**src/rtl/data_ram.sv**
```systemverilog
// Word-addressed single-port data memory for the RISC-V-32 data-memory stage.
// Synchronous write with a synchronous clear-all reset; asynchronous (combinational) read.
module data_ram #(
  parameter int DATA_WIDTH = 32,
  parameter int ADDR_WIDTH = 32,
  parameter int DEPTH      = 64,
  parameter int IDX_BITS   = 6
) (
  input  logic                  clk,
  input  logic                  reset,
  input  logic                  writeEnable,
  input  logic [ADDR_WIDTH-1:0] address,
  input  logic [DATA_WIDTH-1:0] writeData,
  output logic [DATA_WIDTH-1:0] readData
);

  // Interface contract: no valid/ready handshake. The port is always ready;
  // writeEnable qualifies a write at the next rising edge, and readData is
  // valid combinationally for whatever address is presented.

  logic [DATA_WIDTH-1:0] memory [0:DEPTH-1];
  logic [IDX_BITS-1:0]   w_idx;

  // Upper address bits alias onto the low index; they are intentionally dropped.
  assign w_idx = address[IDX_BITS-1:0];

  generate
    if (ADDR_WIDTH > IDX_BITS) begin : g_addr_hi
      logic w_unused_addr_hi;
      assign w_unused_addr_hi = ^address[ADDR_WIDTH-1:IDX_BITS];
    end
  endgenerate

  // Reset outranks writeEnable: a reset cycle clears every word and writes nothing.
  always_ff @(posedge clk) begin
    if (reset) begin
      for (int i = 0; i < DEPTH; i++) begin
        memory[i] <= '0;
      end
    end else if (writeEnable) begin
      memory[w_idx] <= writeData;
    end
  end

  assign readData = memory[w_idx];

endmodule

```
**config.mk**
```make
export PLATFORM = sky130hd
export DESIGN_NAME = data_ram
export DESIGN_NICKNAME = d
export VERILOG_FILES = /design/src/rtl/data_ram.sv
export SDC_FILE = /design/constraint.sdc
export NUM_CORES = 2
export LEC_CHECK = 0
export CAP_MARGIN = 30
export CORE_ASPECT_RATIO = 0.75
export CORE_UTILIZATION = 50
export DETAILED_ROUTE_END_ITERATION = 12
export GPL_ROUTABILITY_DRIVEN = 0
export PLACE_DENSITY = 0.66
export SLEW_MARGIN = 20
export SYNTH_ARGS = -nofsm -noshare
export SYNTH_HDL_FRONTEND = slang
export SYNTH_SLANG_ARGS = --single-unit
```
**constraint.sdc**
```tcl
create_clock -name clk -period 4.25 [get_ports clk]
set_input_delay 0.85 -clock clk [delete_from_list [all_inputs] [get_ports clk]]
set_output_delay 0.85 -clock clk [all_outputs]
set_load 0.02 [all_outputs]
```
# ---- Word level (Yosys, flattened, before mapping)
# Memory sizes are Yosys's and may differ from the RTL's.
# Cells that the tools add are included.
dict set report word_totals {
  latchBits 0
  ram_bits 2048
  output_inout_bits 32
  in_bits 67
  word_cells 10
  regBits 0
  rom_bits 0
  n_memories 1
}
dict set report op_classes {
  add_sub_neg 0
  n_mul 0
  div 0
  n_reduce_logical 1
  n_bitwise 0
  shifts 0
  n_mux 8
  order_cmp 0
  eq_ne 0
}
# name depth width rd rd_ports_with_merged_regs write_ports line
set memory_table {}
lappend memory_table {memory 64 32 1 0 64 21} ;# logic [DATA_WIDTH-1:0] memory [0:DEPTH-1];
# cell count
set ops {}
lappend ops {{2-to-1 mux 32 bit} 1}
lappend ops {{OR reduction 32 bit} 1}
lappend ops {{2-to-1 mux 1 bit} 6}
lappend ops {{2-to-1 mux 6 bit} 1}

# ---- Logic depth before layout (Yosys ltp)
dict set report logic_depth {
  ltp_word 5
  depth_mapped 11
  ltp_nobuf 6
}

# ---- Worst setup path after synthesis
# OpenSTA, ideal clock, no wires.
dict set report synth_timing {
  path_type {in2out}
  from {in address[2]}
  to {out readData[1]}
  t_arrival_ps 2787
  n_path_buf 5
  t_required_ps 3400
  path_stages 9
  slack_ps 613
  cell_sequence {buf_6 > buf_6 > buf_6 > buf_2 > buf_1 > mux4_2 > mux2i_1 > o22ai_1 > or4_1}
}
dict set report synth_via {
  elab_chain_cells 1
}
# element line
set synth_lines {}
lappend synth_lines {{start: declaration} 12} ;# input logic [ADDR_WIDTH-1:0] address,
lappend synth_lines {{memory (64 x 32 bit)} n/a}
lappend synth_lines {{end: declaration} 14} ;# output logic [DATA_WIDTH-1:0] readData
# No other way between the ends.

# ---- Worst setup path in the final report
dict set report layout_timing {
  from {in address[0]}
  to {out readData[5]}
}
# Same word-level chain as after synthesis.

==> metrics.yaml <==
cells_and_area:
  final_core_utilization_pct: 60.3
  nNetsFinal: 7426
  syn_to_final_growth_pct: 19.4
  largest_registers: "memory (2048)"
  fillCellCount: 13900
  seqCellArea_um2: 61500
  area_taken_by_multi_input_logic_gates_um2: 30200
  share_of_final_layout_standard_cells_stronger_than_drive_strength_1_pct: 24.1
  largest_reg_flops: 2048
  final_cell_area_um2: 111000
  largest-register: "memory"
  final_cell_count_without_fillers: 9947
critical_path:
  cp_data_required_time_ps: 3400
  worstSetupStartpointType: "input pin"
  crit_type: "input pin to output pin"
  arrival_worst_endpoint_ps: 3540
  kind_of_end_point_of_the_critical_path: "output pin"
  largest_fanout_of_any_net_on_the_critical_path: 26
outcome:
  failing_checks: "negative setup slack"
  run_status: "finished with violations"
floorplanning:
  die-height_um: 375
  die_x_um: 499
  initial_utilization_pct: 50.5
  die_area_um2: 187000
  core_area_um2: 184000
  ios: 99
  row_count: 136
yosys:
  synth_commonest_cells: "sky130_fd_sc_hd__and2_1 (2,051), sky130_fd_sc_hd__edfxtp_1 (2,048), sky130_fd_sc_hd__clkbuf_1 (566)"
  asyncSetResetFlopFracSynth_pct: 0
  synth_largest_type_area_fraction_pct: 66.3
  synth_area_per_cell_um2: 13.3
  synth_cells: 6970
  post_synth_main_area_contributors: "sky130_fd_sc_hd__edfxtp_1 (66%), sky130_fd_sc_hd__and2_1 (14%), sky130_fd_sc_hd__a22oi_1 (3.0%)"
  synth_fp_nets: 7037
  synth_sequential_area_ratio_pct: 66.3
  netlist.top_cell.by_area: "sky130_fd_sc_hd__edfxtp_1"
  post_synth_cell_types: 57
  synth_edf_count: 2048
  most_instantiated_flip_flop_cell_in_the_synthesis_netlist: "sky130_fd_sc_hd__edfxtp_1"
  yosys_register_bits: 2048
  synth_area_um2: 92800
  most_instantiated_library_cell_after_synthesis: "sky130_fd_sc_hd__and2_1"
  synth.yosys.warnings: 0
pwr:
  power.internal_mw: 34.7
  power.density_nw_per_um2: 415
  vdd_drop_max_uv: 396
  netSwitchingPower_mw: 11.3
  p_leak_nw: 39.4
  seq_power_share_pct: 51.2
  switching_share_pct: 24.6
  post-layout-total-power_mw: 46.0
  clkPwrFrac_pct: 38.2
  power_frac_comb_pct: 10.6
global_route:
  globalRouteTotalUtil_pct: 32.9
  grt_max_degree: 65
  grt_first_pass_wirelength_um: 442000
  antenna_found_initial: 37
  via_count_of_the_first_global_routing_pass: 59700
  grt_remaining_overflow: 0
timing:
  hold_violations: 0
  unrepaired_setup_endpoints_after_global_routing: "yes"
  slew_viol_final: 0
  hold-worst-slack_ps: 489
  worst_setup_margin_ps: -140
  timing_worst_slew_pin_value_ps: 1070
  timing.final.crit_share_pct: 103
  maxSlewHeadroom_pct: 28.6
  period_needed_ps: 4390
  setup_viol_count_final: 19
  max_clock_freq_mhz: 228
clock_tree:
  htree_levels: 4
  cts.path.max_buffers: 3
  tritoncts: "yes"
  tritoncts_num_sinks: 2048
  total_cts_buffers: 197
  path_clk_slew_ps: 60
  clock-root-buffer: "sky130_fd_sc_hd__clkbuf_16"
drt:
  detailedRoute.firstIterationViolations: 10200
  via_count_of_the_routed_design: 64100
  wl_per_cell_um: 31.7
  drt-vias-per-instance: 6.44
  postRouteWirelength_um: 315000
  ant_nets: 0
  drt_drc_violations_left: 0
  drt_first_pass_iters: 6
flow_run:
  cap_viol_max_count: 0
hold_path:
  worst_hold_path.num_cells: 2
  hold_path_startpoint: "writeData[23]"
  min_path_type: "input pin to flop"
  holdPathEnd: "memory[17][23]$_SDFFCE_PN0P_"
place:
  port_buffers: 72
  place_hpwl_um: 198000
  detailed_place.area_um2: 101000
  place_inst: 9469
## worst max-delay path, stage by stage
cell and delay [ps]:
sky130_fd_sc_hd__buf_16 150, sky130_fd_sc_hd__nor2_4 80, sky130_fd_sc_hd__buf_12 170, sky130_fd_sc_hd__buf_6 180, sky130_fd_sc_hd__buf_8 170, sky130_fd_sc_hd__a221oi_4 290
sky130_fd_sc_hd__nor3_2 110, sky130_fd_sc_hd__nor4_2 260, sky130_fd_sc_hd__buf_4 210, sky130_fd_sc_hd__o211ai_1 180, sky130_fd_sc_hd__buf_4 230, sky130_fd_sc_hd__or3_4 420
sky130_fd_sc_hd__buf_6 150
## how the worst max path moves through the flow
stage	from	to	slack (ps)	cells past startpoint
floorplan	address[2]	readData[1]	610	9
global placement	address[4]	readData[12]	-1100	11
detailed placement	address[4]	readData[12]	-1160	11
CTS	address[1]	readData[12]	-130	12
global route	address[0]	readData[11]	-140	13
finish	address[0]	readData[5]	-140	13
## power by group through the flow
stage | Sequential [mW] | Combinational [mW] | Clock [mW]
6_report | 23.5 | 4.87 | 17.6
5_1_grt | 23.6 | 4.96 | 18.4
3_3_place_gp | 23.9 | 4.18 | 0
3_5_place_dp | 23.9 | 4.24 | 0
4_1_cts | 23.5 | 4.56 | 17.6
2_1_floorplan | 23.8 | 1.92 | 0
## area by class of cell
| type | instances | share of cell area (%) |
|---|---|---|
| Clock buffer | 240 | 4.65 |
| Antenna cell | 7 | 0.0158 |
| Multi-Input combinational cell | 4151 | 27.2 |
| Timing Repair Buffer | 958 | 8.87 |
| Sequential cell | 2048 | 55.5 |
| Clock inverter | 125 | 1.00 |
| Tap cell | 2415 | 2.73 |
| Inverter | 3 | 0.0169 |
## per-stage QoR
step                      TNS [ps]  worst slack (ps)
after floorplan                  0               613
after global placement      -21230             -1100
after detailed placement    -21940             -1160
after CTS                     -838              -132
after global routing          -920              -138
final                        -1180              -140
## repair_timing
action / in CTS / in global routing
buffers inserted: 56 / 25
pin swaps: 96 / 77
hold endpoints to repair: 0 / 0
endpoints found under the setup margin: 32 / 32
cloned: 16 / 10
hold buffers: 0 / 0
gates resized for setup: 383 / 181
## per-layer routing
| layer | vias up | part of all wire, % | global-route usage [%] |
|---|---|---|---|
| li1 | 26600 | - | - |
| met1 | 32200 | 39 | 47.6 |
| met2 | 4603 | 42 | 46.7 |
| met3 | 653 | 14 | 9.49 |
| met4 | 10 | 4.3 | 12.6 |
| met5 | - | 0.018 | 0 |
## logic make-up after synthesis
logic type	after synthesis	synth area share, %
and+or+nand+nor	2536	16.4
DFF	2048	66.3
AOI/OAI and AO/OA	1326	10.3
buffers and inverters	773	3.41
muxes	287	3.69
## layout by cell type, fill, tap and decap left out, types with 73 or more instances in the layout
cell,instances
sky130_fd_sc_hd__mux2i_1,151
sky130_fd_sc_hd__or2_2,79
sky130_fd_sc_hd__buf_4,672
sky130_fd_sc_hd__nand2_1,73
sky130_fd_sc_hd__a221oi_1,231
sky130_fd_sc_hd__buf_12,133
sky130_fd_sc_hd__o21ai_0,129
sky130_fd_sc_hd__nor2_1,132
sky130_fd_sc_hd__and2_1,2049
sky130_fd_sc_hd__a22oi_1,302
sky130_fd_sc_hd__a21oi_1,113
sky130_fd_sc_hd__mux2_2,101
sky130_fd_sc_hd__o22ai_1,133
sky130_fd_sc_hd__edfxtp_1,2048
sky130_fd_sc_hd__clkbuf_16,210
No activity file was read; power rests on OpenSTA's default activity.
